$ cat src/rtl/mul_wb.sv
// Writeback stage for the 64-bit iterative multiplier: in-order tag tracking, result pairing and buffered writeback.
// Optional same-cycle writeback bypass is enabled by defining MUL_WB_BYPASS_EN.
module mul_wb #(
    parameter int TAG_DEPTH = 2,
    parameter int OUT_DEPTH = 2
) (
    input  logic        clk,
    input  logic        reset,
    input  logic        iss_accept,
    input  logic [4:0]  iss_rd,
    input  logic        iss_wen,
    input  logic        iss_w32,
    output logic        tag_allowin,
    input  logic        mul_validout,
    input  logic [63:0] mul_res_in,
    output logic        mul_ex2_readygo,
    input  logic        flush,
    output logic        wb_valid,
    output logic [4:0]  wb_rd,
    output logic [63:0] wb_data,
    input  logic        wb_ready,
    output logic        tag_err
);

    localparam int TPW = (TAG_DEPTH > 1) ? $clog2(TAG_DEPTH) : 1;
    localparam int TCW = $clog2(TAG_DEPTH + 1);
    localparam logic [TPW-1:0] TAG_LAST     = TPW'(TAG_DEPTH - 1);
    localparam logic [TCW-1:0] TAG_FULL_CNT = TCW'(TAG_DEPTH);

    function automatic logic [63:0] wb_extend(input logic [63:0] res, input logic w32);
        logic [63:0] r;
        if (w32) begin
            r = {{32{res[31]}}, res[31:0]};
        end else begin
            r = res;
        end
        return r;
    endfunction

    function automatic logic [TPW-1:0] ptr_inc(input logic [TPW-1:0] p);
        logic [TPW-1:0] r;
        if (p == TAG_LAST) begin
            r = {TPW{1'b0}};
        end else begin
            r = p + TPW'(1'b1);
        end
        return r;
    endfunction

    logic [TAG_DEPTH-1:0][4:0]  tag_rd_r;
    logic [TAG_DEPTH-1:0]       tag_wen_r;
    logic [TAG_DEPTH-1:0]       tag_w32_r;
    logic [TPW-1:0]             tag_wptr_r;
    logic [TPW-1:0]             tag_rptr_r;
    logic [TCW-1:0]             tag_cnt_r;
    logic [OUT_DEPTH-1:0]       out_val_r;
    logic [OUT_DEPTH-1:0][4:0]  out_rd_r;
    logic [OUT_DEPTH-1:0][63:0] out_data_r;
    logic                       tag_err_r;

    logic                       tag_empty_s;
    logic                       tag_full_s;
    logic [4:0]                 head_rd_s;
    logic                       head_wen_s;
    logic                       head_w32_s;
    logic                       keep_raw_s;
    logic [63:0]                cons_data_s;
    logic                       buf_pop_s;
    logic                       out_full_s;
    logic                       readygo_s;
    logic                       tag_pop_s;
    logic                       tag_push_s;
    logic                       allowin_s;
    logic                       keep_s;
    logic                       byp_take_s;
    logic                       out_push_s;
    logic                       placed_s;
    logic [OUT_DEPTH-1:0]       nxt_val_s;
    logic [OUT_DEPTH-1:0][4:0]  nxt_rd_s;
    logic [OUT_DEPTH-1:0][63:0] nxt_data_s;

    assign tag_empty_s = (tag_cnt_r == {TCW{1'b0}});
    assign tag_full_s  = (tag_cnt_r == TAG_FULL_CNT);
    assign head_rd_s   = tag_rd_r[tag_rptr_r];
    assign head_wen_s  = tag_wen_r[tag_rptr_r];
    assign head_w32_s  = tag_w32_r[tag_rptr_r];
    assign keep_raw_s  = head_wen_s && (head_rd_s != 5'd0);
    assign cons_data_s = wb_extend(mul_res_in, head_w32_s);
    assign buf_pop_s   = out_val_r[0] && wb_ready;
    assign out_full_s  = out_val_r[OUT_DEPTH-1];

    // Consume decision: flush drains unconditionally; dropped entries need no buffer space.
    assign readygo_s  = mul_validout &&
                        (flush || (!tag_empty_s && (!keep_raw_s || !out_full_s || buf_pop_s)));
    assign tag_pop_s  = readygo_s && !tag_empty_s;
    assign allowin_s  = !tag_full_s || readygo_s;
    assign tag_push_s = iss_accept && allowin_s;
    assign keep_s     = tag_pop_s && keep_raw_s && !flush;

`ifdef MUL_WB_BYPASS_EN
    logic bypass_s;
    assign bypass_s   = keep_s && !out_val_r[0];
    assign byp_take_s = bypass_s && wb_ready;
    assign wb_valid   = out_val_r[0] || bypass_s;
    assign wb_rd      = out_val_r[0] ? out_rd_r[0]   : head_rd_s;
    assign wb_data    = out_val_r[0] ? out_data_r[0] : cons_data_s;
`else
    assign byp_take_s = 1'b0;
    assign wb_valid   = out_val_r[0];
    assign wb_rd      = out_rd_r[0];
    assign wb_data    = out_data_r[0];
`endif

    assign out_push_s      = keep_s && !byp_take_s;
    assign tag_allowin     = allowin_s;
    assign mul_ex2_readygo = readygo_s;
    assign tag_err         = tag_err_r;

    // Next state of the shifting output buffer: head lives in slot 0 so wb_* come straight from registers.
    always_comb begin
        nxt_val_s  = out_val_r;
        nxt_rd_s   = out_rd_r;
        nxt_data_s = out_data_r;
        placed_s   = 1'b0;
        if (buf_pop_s) begin
            for (int i = 0; i < OUT_DEPTH - 1; i++) begin
                nxt_val_s[i]  = out_val_r[i+1];
                nxt_rd_s[i]   = out_rd_r[i+1];
                nxt_data_s[i] = out_data_r[i+1];
            end
            nxt_val_s[OUT_DEPTH-1] = 1'b0;
        end else begin
            nxt_val_s = out_val_r;
        end
        if (out_push_s) begin
            for (int i = 0; i < OUT_DEPTH; i++) begin
                if (!placed_s && !nxt_val_s[i]) begin
                    nxt_val_s[i]  = 1'b1;
                    nxt_rd_s[i]   = head_rd_s;
                    nxt_data_s[i] = cons_data_s;
                    placed_s      = 1'b1;
                end else begin
                    placed_s = placed_s;
                end
            end
        end else begin
            placed_s = 1'b0;
        end
    end

    // Tag FIFO storage, pointers and occupancy.
    always_ff @(posedge clk) begin
        if (reset) begin
            tag_rd_r   <= '0;
            tag_wen_r  <= '0;
            tag_w32_r  <= '0;
            tag_wptr_r <= {TPW{1'b0}};
            tag_rptr_r <= {TPW{1'b0}};
            tag_cnt_r  <= {TCW{1'b0}};
        end else if (flush) begin
            tag_wptr_r <= {TPW{1'b0}};
            tag_rptr_r <= {TPW{1'b0}};
            tag_cnt_r  <= {TCW{1'b0}};
        end else begin
            if (tag_push_s) begin
                tag_rd_r[tag_wptr_r]  <= iss_rd;
                tag_wen_r[tag_wptr_r] <= iss_wen;
                tag_w32_r[tag_wptr_r] <= iss_w32;
                tag_wptr_r            <= ptr_inc(tag_wptr_r);
            end
            if (tag_pop_s) begin
                tag_rptr_r <= ptr_inc(tag_rptr_r);
            end
            case ({tag_push_s, tag_pop_s})
                2'b10:   tag_cnt_r <= tag_cnt_r + TCW'(1'b1);
                2'b01:   tag_cnt_r <= tag_cnt_r - TCW'(1'b1);
                default: tag_cnt_r <= tag_cnt_r;
            endcase
        end
    end

    // Output buffer registers.
    always_ff @(posedge clk) begin
        if (reset) begin
            out_val_r  <= '0;
            out_rd_r   <= '0;
            out_data_r <= '0;
        end else if (flush) begin
            out_val_r <= '0;
        end else begin
            out_val_r  <= nxt_val_s;
            out_rd_r   <= nxt_rd_s;
            out_data_r <= nxt_data_s;
        end
    end

    // Sticky protocol error: result without a tag, or issue into a full tag FIFO.
    always_ff @(posedge clk) begin
        if (reset) begin
            tag_err_r <= 1'b0;
        end else if ((mul_validout && tag_empty_s && !flush) || (iss_accept && !allowin_s)) begin
            tag_err_r <= 1'b1;
        end else begin
            tag_err_r <= tag_err_r;
        end
    end

endmodule

$ cat config.mk
export PLATFORM = sky130hd
export DESIGN_NAME = mul_wb
export DESIGN_NICKNAME = d
export VERILOG_FILES = /design/src/rtl/mul_wb.sv
export SDC_FILE = /design/constraint.sdc
export NUM_CORES = 1
export LEC_CHECK = 0
export ABC_AREA = 0
export BUFFER_PORTS_ARGS = -buffer_cell sky130_fd_sc_hd__buf_4
export CAP_MARGIN = 20
export CORE_MARGIN = 8
export CORE_UTILIZATION = 30
export CTS_BUF_LIST = sky130_fd_sc_hd__clkbuf_8
export CTS_CLUSTER_SIZE = 40
export DETAILED_ROUTE_END_ITERATION = 6
export GPL_TIMING_DRIVEN = 0
export PLACE_DENSITY = 0.46
export REMOVE_ABC_BUFFERS = 1
export SYNTH_ARGS = -nofsm -noshare
export SYNTH_HDL_FRONTEND = slang
export SYNTH_SLANG_ARGS = --single-unit
$ cat constraint.sdc
create_clock -name clk -period 2.5 [get_ports clk]
set_clock_uncertainty 0.15 [all_clocks]
set_input_delay 0.125 -clock clk [delete_from_list [all_inputs] [get_ports clk]]
set_output_delay 0.125 -clock clk [all_outputs]
set_load 0.01 [all_outputs]
==> results by group, run 1 <==
Detailed routing
  • DR WL/cell: 21.5 um
  • DR pass1 iterations: 5
  • DRC errors left: 0
  • DRT Wirelength: around 29000 um
  • Via Count: 7406
  • DR iter-0 viols: 507
  • Number of vias per cell: 5.53
  • Routed Antenna Nets: 0

Finish
  • Share of cells above drive strength 1: 0.299
  • Layout area overhead: 33.9%
  • N_diodes: 0
  • Final #Nets: 1063
  • Multi-input logic area: around 4100 sq um
  • Layout fillers: between 2000 and 3000
  • Storage element area: 3190 sq um

Synth
  • Mux contribution to synthesized area: 0.0727
  • Commonest register cell after synthesis: dfxtp_1
  • Synth area leaders: dfxtp_1 39%, buf_4 6.7%, mux2i_1 6.6%
  • Most numerous cell in the Yosys netlist: dfxtp_1
  • Yosys top cell area share: 0.394
  • Asr flop ratio synth: 0
  • Ys Warns: 0
  • Post-Syn Area: 8070 sq um
  • Simple-gate portion of the synthesized area: 0.0942
  • Dominant cell type by area after synthesis: dfxtp_1
  • Post-synth EDFFs: 0
  • Post-Synth XOR/XNOR Area: 0.00325
  • Unique masters post-synth: 60
  • Largest family of logic cells by synthesized area: compound AO/OA/AOI/OAI gates
  • Synth Area in Adders: 0.00155
  • Compound-Gate Fraction of Synth Area: 0.310
  • Syn Area/Cell: between 9 and 10 sq um
  • Synth Register Bits: 159
  • Mapped Cells: 847
  • Commonest cells post-synth: 159 x dfxtp_1, 72 x buf_4, 62 x a211oi_1
  • Seq/Total Area, Yosys: 0.394

Critical path
  • Arr. time, crit path: ~2200 ps
  • FF-to-FF End: tag_cnt_r[1]
  • Reg2reg start: tag_rptr_r
  • CP startpoint kind: flip-flop
  • Max FO, Critical Path: 7
  • Kind of critical path: reg2out
  • Worst reg-to-reg path cell count: 10
  • Kind of end point of the critical path: output pin
  • Setup crit end: tag_allowin
  • Crit path launch: tag_rptr_r
  • R2R Setup Slk: 110 ps
  • Worst Path Required: 2230 ps

Hold path
  • Min-delay worst type: in2reg

STA
  • Final Hold Fails: 0
  • Max_slew headroom: 0.376
  • Max Fclk: 412 MHz
  • Final period util: 0.972
  • Worst setup margin: between 70 and 80 ps
  • Fin crit period: 2430 ps
  • RSZ-0062 raised after global routing: yes
  • Hold slack final: ~44 ps
  • Final setup vio count: 0
  • Tightest Pin Transition: 936 ps
  • Slew Viols, Final: 0

Floorplanning
  • Ports: 150
  • Die Area: 32400 sq um
  • Initial Utilization: 0.302
  • Site Rows: 60
  • Die width: about 180 um
  • Core area: 26700 sq um
  • Die height: 180 um

Clocking
  • Worst-path clk slew: 90 ps
  • CTS Buffer Depth: 2
  • Num CTS Buffers: 17
  • Number of H-tree levels: 4
  • # clock sinks: 159
  • TritonCTS clock tree: yes
  • Clock Latency Late Sink: 450 ps
  • Root Driver: clkbuf_8

Global route
  • Busiest grt layer: met2
  • Initial antenna violation count: 0
  • Largest net degree at the start of global routing: 81
  • Met3 Usage GRT: 0.0373
  • First-pass GRT wire length: 45100 um
  • Met1 Use GR: 0.227
  • Met2 GRT Util: 0.280
  • Global route total overflow: 0
  • Vias in the first global route: roughly 7600
  • GRT Resource Usage Total: 0.171

Power
  • Pwr dens: 506 nW/um^2
  • Worst VDD drop: 0.000307 V
  • Static leakage: 4.05 nW

Place
  • Final GP Congestion: 0.697
  • # port buffers: 149
  • DP Wirelength: approximately 17000 um
  • Pre-CTS setup slack: -953 ps

Job
  • # Max-Cap Violations: 0

Outcome
  • Status: finished clean
-- per-layer routing --
layer,part of all wire,vias to the layer above
met5,0,-
met4,0.012,0
met3,0.045,22
met2,0.46,216
met1,0.48,3643
li1,-,3525
-- power by group --
group / total (W) / switching (W) / internal (W)
clock network: 0.00192 / 0.00105 / 0.000870
logic: 0.000994 / 0.000541 / 0.000453
registers: 0.00256 / 0.0000160 / 0.00254
total: 0.00547 / 0.00161 / 0.00387
-- critical path, cell delays in order (launching register included) --
cell,delay (ps)
dfxtp_4,410
buf_6,110
nor4_4,40
buf_4,140
o22a_4,250
buf_12,140
o41ai_4,350
nand2_1,110
buf_4,150
-- what timing repair did --
action / 4_1_cts / 5_1_grt
resized for setup: 19 / 8
setup endpoints to repair: 161 / 40
hold buffers: 76 / 0
cloned: 2 / 1
pin swaps: 7 / 8
buffers inserted: 25 / 14
hold endpoints to repair: 115 / 0
-- per-stage QoR --
stage / utilization / TNS, ps / cell area [sq um] / std cells / total power (W)
after global placement: 0.323 / -1039850 / 8630 / 1166 / 0.00323
after floorplan: - / -440100 / 7080 / 676 / 0.00290
after CTS: 0.398 / 0 / 10600 / 1324 / 0.00546
after detailed placement: 0.341 / -94340 / 9110 / 1190 / 0.00333
final: 0.404 / 0 / 10800 / 1339 / 0.00547
after global routing: 0.404 / -126 / 10800 / 1339 / 0.00571
-- layout make-up --
class / count / area share
clock buffers: 20 / 0.0255
flip-flops and latches: 159 / 0.295
clock inverters: 12 / 0.0101
multi-input cells: 515 / 0.379
inverters: 3 / 0.00150
well taps: 341 / 0.0395
repair buffers: 289 / 0.250
-- state kept, by name, indices dropped and copies added (netlist names), 5 cells and up --
signal      cells
wb_rd           5
out_data_r     64
out_rd_r        5
tag_rd_r       10
wb_data        64
-- cells by family (layout without fill, tap and decap cells) --
| kind of cell | count (synthesis) | after routing |
|---|---|---|
| AOI/OAI and AO/OA | 337 | 338 |
| buffers and inverters | 174 | 324 |
| xor gates and xnor gates | 3 | 3 |
| muxes | 56 | 56 |
| DFF | 159 | 159 |
| adders and majority gates | 1 | 1 |
| and+or+nand+nor | 117 | 117 |
-- layout by cell type (no fill, tap or decap), types with 3 or more instances in the layout --
cell type and count:
o31ai_1 32, or3_1 3, nor3_4 3, clkbuf_8 20
a22oi_1 57, nor2_1 3, buf_8 6, buf_4 185
buf_6 5, o221a_2 6, nor4_4 3, a211oi_1 62
o21ai_0 28, o221a_1 6, nor2b_1 3, nand2_1 26
clkinv_4 3, o2bb2ai_2 10, a31oi_1 44, and4_1 25
buf_16 6, a21oi_1 36, a41oi_1 5, mux2i_1 53
nand4_1 33, o2bb2ai_1 23, dlygate4sd3_1 76, a2111oi_1 5
dfxtp_1 157, o22ai_1 7, clkinvlp_4 4, buf_12 9
a21oi_2 3
-- how the worst min path moves through the flow --
stage,depth (start not counted),slack (ps),end,from
after global placement,2,190,wb_data[11],mul_res_in[11]
after global routing,2,30,out_data_r[71],reset
after CTS,5,70,tag_rd_r[1],flush
after detailed placement,2,190,wb_data[11],mul_res_in[11]
after floorplan,1,40,out_data_r[64],reset
final,2,40,out_data_r[83],reset
(Power assumes the default switching activity.)
==> run 2, diff against run 1 <==
- CTS_BUF_LIST: sky130_fd_sc_hd__clkbuf_8 -> sky130_fd_sc_hd__clkbuf_2 sky130_fd_sc_hd__clkbuf_4 sky130_fd_sc_hd__clkbuf_8
==> run 2 against run 1 <==
  * Utilization hardly changed
  * Critical path depth stayed put
  * Total power is 0.16% higher
  * Cell count stayed put
  * Design area hardly changed
  * Maximum frequency is 0.58% lower
  * Combinational power hardly changed
  * Via count is 0.59% higher
==> results by group, run 2 (synthesized netlist as in run 1, its figures left out) <==
Clocking
  • # clock sinks: 159 (unchanged)
  • Number of H-tree levels: 4 (unchanged)
  • Root Driver: clkbuf_8
  • Num CTS Buffers: 17 (unchanged)
  • TritonCTS clock tree: yes
  • Clock Latency Late Sink: 460 ps (about the same)
  • Worst-path clk slew: 90 ps (about the same)
  • CTS Buffer Depth: 2 (unchanged)

Detailed routing
  • DRT Wirelength: 28700 um (-0.14%)
  • DR pass1 iterations: 7 (+2)
  • DRC errors left: 0 (unchanged)
  • DR WL/cell: 21.4 um (-0.14%)
  • Met3 WL post-DR: 1340 um (+2.7%)
  • Number of vias per cell: 5.56 (+0.59%)
  • Max Used Layer: met4
  • DR iter-0 viols: 496 (-2.2%)
  • M1 WL: 13700 um (-0.59%)
  • Routed Antenna Nets: 0 (unchanged)
  • Met2 WL: 13200 um (-0.41%)
  • Via Count: 7450 (+0.59%)

Finish
  • Share of cells above drive strength 1: 0.300 (+0.00100)
  • Final #Nets: 1063 (unchanged)
  • Layout fillers: 2647 (unchanged)
  • Final core utilization: 0.405 (about the same)
  • N_diodes: 0 (unchanged)
  • Commonest non-fill, non-tap cell in the layout: buf_4
  • Most frequent cells in the layout: 185 x buf_4, 157 x dfxtp_1, 76 x dlygate4sd3_1, 62 x a211oi_1, 57 x a22oi_1
  • Layout area overhead: 34.0% (about the same)
  • Final Non-Filler Cells: 1339 (unchanged)

Place
  • Pre-CTS setup slack: -953 ps (unchanged)
  • DP Wirelength: 17000 um (unchanged)
  • Final GP Congestion: 0.697 (unchanged)
  • Dpl cells: 1190 (unchanged)
  • # port buffers: 149 (unchanged)

STA
  • RSZ-0062 raised after global routing: yes
  • Max Fclk: 409 MHz (-0.58%)
  • Max_slew headroom: 0.375 (-0.00159)
  • Worst setup margin: 56.1 ps (-14.2 ps)
  • Final period util: 0.978 (+0.00568)
  • Final Hold Fails: 0 (unchanged)
  • Tightest Pin Transition: 938 ps (+2.39 ps)
  • Slew Viols, Final: 0 (unchanged)
  • Final setup TNS: 0 ps (unchanged)
  • Final setup vio count: 0 (unchanged)
  • Fin crit period: 2440 ps (+14.2 ps)

Power
  • Int Pwr: 0.00388 W (+0.37%)
  • Reg power frac: 0.467 (about the same)
  • Power Total: 0.00548 W (+0.16%)
  • Pwr dens: 507 nW/um^2 (+0.13%)
  • Clock share of power: 0.352 (about the same)
  • Net Switching: 0.00160 W (-0.34%)
  • Switching Fraction: 0.292 (-0.00147)
  • Logic gate share of total power: 0.181 (about the same)
  • Worst VDD drop: 0.000236 V (-23%)
  • Static leakage: 4.05 nW (about the same)

Floorplanning
  • Die height: 180 um (unchanged)
  • Site Rows: 60 (unchanged)
  • Ports: 150 (unchanged)
  • Core area: 26700 sq um (unchanged)
  • Die Area: 32400 sq um (unchanged)
  • Die width: 180 um (unchanged)
  • Initial Utilization: 0.302 (unchanged)

Critical path
  • CP peak stage delay: 410 ps (about the same)
  • Max FO, Critical Path: 7 (unchanged)
  • Worst Path Required: 2230 ps (about the same)
  • Most used cell, CP: buf_4
  • Crit path max-delay cell type: dfxtp_4
  • CP startpoint kind: flip-flop
  • Kind of critical path: reg2out
  • Kind of end point of the critical path: output pin
  • Critical path, cell by cell: buf_6 > nor4_4 > buf_4 > o22a_4 > buf_12 > o41ai_4 > nand2_1 > buf_4
  • Arr. time, crit path: 2170 ps (+20 ps)

Global route
  • Initial antenna violation count: 0 (unchanged)
  • Vias in the first global route: 7637 (+0.039%)
  • GRT Resource Usage Total: 0.171 (+0.000299)
  • Largest net degree at the start of global routing: 81 (unchanged)
  • Global route total overflow: 0 (unchanged)
  • First-pass GRT wire length: 45100 um (about the same)

Job
  • # Max-Cap Violations: 0 (unchanged)

Hold path
  • Min-delay worst type: in2reg

Outcome
  • Status: finished clean
[run 2: metal layers]
layer,global-route usage,vias up
met5,0,-
met4,0.0430,0
met3,0.0349,26
met2,0.280,234
met1,0.228,3661
li1,-,3529
[run 2: repair_timing]
| action | in CTS | in global routing |
|---|---|---|
| resized for setup | 19 | 8 |
| hold buffers | 76 | 0 |
| pin swaps | 7 | 8 |
| cloned | 2 | 1 |
| setup buffers | 25 | 14 |
| endpoints found under the setup margin | 161 | 40 |
| endpoints found under the hold margin | 115 | 0 |
[run 2: path summary, 6_finish.rpt]
path | start | endpoint | slack [ps] | cells past startpoint
max reg2reg | tag_rptr_r | tag_cnt_r[1] | 100 | 10
min | reset | out_data_r[83] | 50 | 2
min reg2reg | out_data_r[81] | out_data_r[81] | 320 | 2
max | tag_rptr_r | tag_allowin | 60 | 8
[run 2: power groups by stage]
stage | clock network [W] | logic, W | registers (W)
2_1_floorplan | 0 | 0.000290 | 0.00261
3_3_place_gp | 0 | 0.000611 | 0.00262
3_5_place_dp | 0 | 0.000714 | 0.00262
4_1_cts | 0.00200 | 0.000921 | 0.00256
5_1_grt | 0.00212 | 0.00105 | 0.00256
6_report | 0.00193 | 0.000992 | 0.00256
[run 2: cell type report]
cell class	instances	area, sq um	area share
tap	341	427	0.0395
sequential	159	3190	0.295
inverter	3	16.3	0.00150
multi-input combinational	515	4100	0.379
clock inverter	11	105	0.00972
timing repair buffer	289	2700	0.250
clock buffer	21	283	0.0261
[run 2: worst max-delay path, delay by kind of cell, from the launching register on]
kind	cells	cell delay (ps)
buffers and inverters	4	550
AO/OA/AOI/OAI	2	600
flip-flops	1	410
AND/OR/NAND/NOR	2	150
[run 2: through the flow]
stage | hold slack, ps | instance area [sq um]
after floorplan | 44.1 | 7080
after global placement | 186 | 8630
after detailed placement | 190 | 9110
after CTS | 66.2 | 10600
after global routing | 30.9 | 10800
final | 47.7 | 10800
==> run 3, diff against run 2 <==
- SETUP_SLACK_MARGIN: not set -> 0.15
==> run 3 against run 2 <==
  * Register-to-register slack better by 50 ps
  * Cell count decreased by 0.30%
  * Global-route usage rose by 0.17 points
  * Maximum frequency up 4.2%
  * Wire length rose by 2.8%
==> results by group, run 3 (synthesized netlist as in run 1, its figures left out) <==
Floorplanning
  • Die width: 180 um (unchanged)
  • Die Area: 32400 sq um (unchanged)
  • Site Rows: 60 (unchanged)
  • Die height: 180 um (unchanged)
  • Ports: 150 (unchanged)
  • Core area: 26700 sq um (unchanged)
  • Initial Utilization: 0.302 (unchanged)

Finish
  • Share of cells above drive strength 1: 0.299 (-0.000806)
  • Commonest non-fill, non-tap cell in the layout: buf_4
  • Final #Nets: 1059 (-0.38%)
  • Final core utilization: 0.406 (+0.000889)
  • Layout area overhead: 34.3%
  • N_diodes: 0 (unchanged)
  • Most frequent cells in the layout: 179 x buf_4, 155 x dfxtp_1, 76 x dlygate4sd3_1, 61 x a211oi_1, 57 x a22oi_1

Critical path
  • CP startpoint kind: flip-flop
  • Buf+Inv Stages, Crit Path: 2 (-2)
  • Worst Path Required: 2730 ps (+500 ps)
  • Cell family with most CP delay: simple AND/OR/NAND/NOR gates
  • Crit path launch: tag_rptr_r
  • R2R Setup Slk: 150 ps (+50 ps)
  • Critical path, cell by cell: nor4b_4 > buf_4 > o22ai_4 > buf_12 > a31o_4 > ha_4 > xnor2_1 > or3_1 > a21oi_1
  • Worst reg-to-reg path cell count: 9 (-1)
  • Setup crit end: tag_cnt_r[1]
  • Reg2reg start: tag_rptr_r
  • Kind of critical path: reg2reg
  • Arr. time, crit path: 2570 ps (+400 ps)
  • CP peak stage delay: 430 ps (+20 ps)
  • Max FO, Critical Path: 7 (unchanged)
  • FF-to-FF End: tag_cnt_r[1]
  • Kind of end point of the critical path: flip-flop
  • Critical path depth: 9 (+1)
  • Crit path max-delay cell type: dfxtp_4

Power
  • Static leakage: 4.05 nW (about the same)
  • Worst VDD drop: 0.000234 V (-0.88%)
  • Power Total: 0.00547 W (-0.14%)
  • Pwr dens: 505 nW/um^2 (-0.36%)

Clocking
  • Worst-path clk slew: 100 ps (about the same)
  • Number of H-tree levels: 4 (unchanged)
  • CTS Buffer Depth: 2 (unchanged)
  • TritonCTS clock tree: yes
  • Root Driver: clkbuf_8
  • Clock Latency Late Sink: 460 ps (about the same)
  • # clock sinks: 159 (unchanged)
  • Num CTS Buffers: 17 (unchanged)

Global route
  • Vias in the first global route: 7626 (-0.14%)
  • Initial antenna violation count: 0 (unchanged)
  • Largest net degree at the start of global routing: 81 (unchanged)
  • Global route total overflow: 0 (unchanged)
  • First-pass GRT wire length: 45500 um (+0.86%)
  • GRT Resource Usage Total: 0.173 (+0.00171)

Detailed routing
  • M1 WL: 14000 um (+2.1%)
  • DR iter-0 viols: 507 (+2.2%)
  • Met3 WL post-DR: 1340 um (about the same)
  • Number of vias per cell: 5.60 (+0.64%)
  • DRC errors left: 0 (unchanged)
  • DR WL/cell: 22.1 um (+3.1%)
  • Via Count: 7475 (+0.34%)
  • DRT Wirelength: 29500 um (+2.8%)
  • Routed Antenna Nets: 0 (unchanged)
  • Met2 WL: 13800 um (+4.4%)
  • DR pass1 iterations: 4 (-3)
  • Max Used Layer: met4

Hold path
  • Min-delay worst type: in2reg

Place
  • # port buffers: 149 (unchanged)
  • Pre-CTS setup slack: -953 ps (unchanged)
  • Final GP Congestion: 0.697 (unchanged)
  • DP Wirelength: 17000 um (unchanged)

STA
  • RSZ-0062 raised after global routing: yes
  • Max_slew headroom: 0.387 (+0.0119)
  • Final Hold Fails: 0 (unchanged)
  • Slew Viols, Final: 0 (unchanged)
  • Fin crit period: 2350 ps (-97.7 ps)
  • Tightest Pin Transition: 920 ps (-17.8 ps)
  • Max Fclk: 426 MHz (+4.2%)
  • Final setup vio count: 0 (unchanged)
  • Final period util: 0.938 (-0.0391)
  • Worst setup margin: 154 ps (+97.7 ps)

Outcome
  • Status: finished clean

Job
  • # Max-Cap Violations: 0 (unchanged)
[run 3: stage by stage]
stage | instances | hold WS (ps) | cell area, sq um | TNS, ps
after floorplan | 676 | 44.1 | 7080 | -440100
after global placement | 1166 | 186 | 8630 | -1039850
after detailed placement | 1190 | 190 | 9110 | -94340
after CTS | 1328 | 1.43 | 10700 | 0
after global routing | 1335 | 21.3 | 10800 | 0
final | 1335 | 27.4 | 10800 | 0
[run 3: worst register-to-register path, stage by stage, from the launching register on]
cell and delay, ps:
dfxtp_4 430, nor4b_4 310, buf_4 190, o22ai_4 90, buf_12 160, a31o_4 230, ha_4 150, xnor2_1 120
or3_1 300, a21oi_1 120
[run 3: final cells by class]
| class | instances | area (sq um) |
|---|---|---|
| Clock inverter | 11 | 105 |
| Timing Repair Buffer | 283 | 2680 |
| Inverter | 3 | 16.3 |
| Fill cell | 2663 | 15900 |
| Tap cell | 341 | 427 |
| Multi-Input combinational cell | 517 | 4130 |
| Sequential cell | 159 | 3190 |
| Clock buffer | 21 | 283 |
[run 3: metal layers]
| metal | vias to the layer above | GRT usage |
|---|---|---|
| li1 | 3531 | - |
| met1 | 3703 | 0.230 |
| met2 | 219 | 0.284 |
| met3 | 22 | 0.0351 |
| met4 | 0 | 0.0397 |
| met5 | - | 0 |
[run 3: what timing repair did]
item                                    4_1_cts  5_1_grt
cloned                                        4        2
hold endpoints to repair                    115        0
gates resized for setup                      23        9
hold buffers                                 76        0
pin swaps                                     7        5
setup buffers                                26        5
endpoints found under the setup margin      161       82
[run 3: worst min path at each step]
stage                   startpoint              to  cells after the start
floorplan                    reset  out_data_r[64]                      1
global route                 reset  out_data_r[71]                      2
detailed placement  mul_res_in[11]     wb_data[11]                      2
global placement    mul_res_in[11]     wb_data[11]                      2
CTS                          flush    out_val_r[0]                      5
finish                       flush    out_val_r[0]                      5
[run 3: where the power goes]
group          switching [W]  total [W]  internal (W)
sequential         0.0000165    0.00256       0.00254
combinational       0.000539   0.000977      0.000438
clock                0.00105    0.00194      0.000884
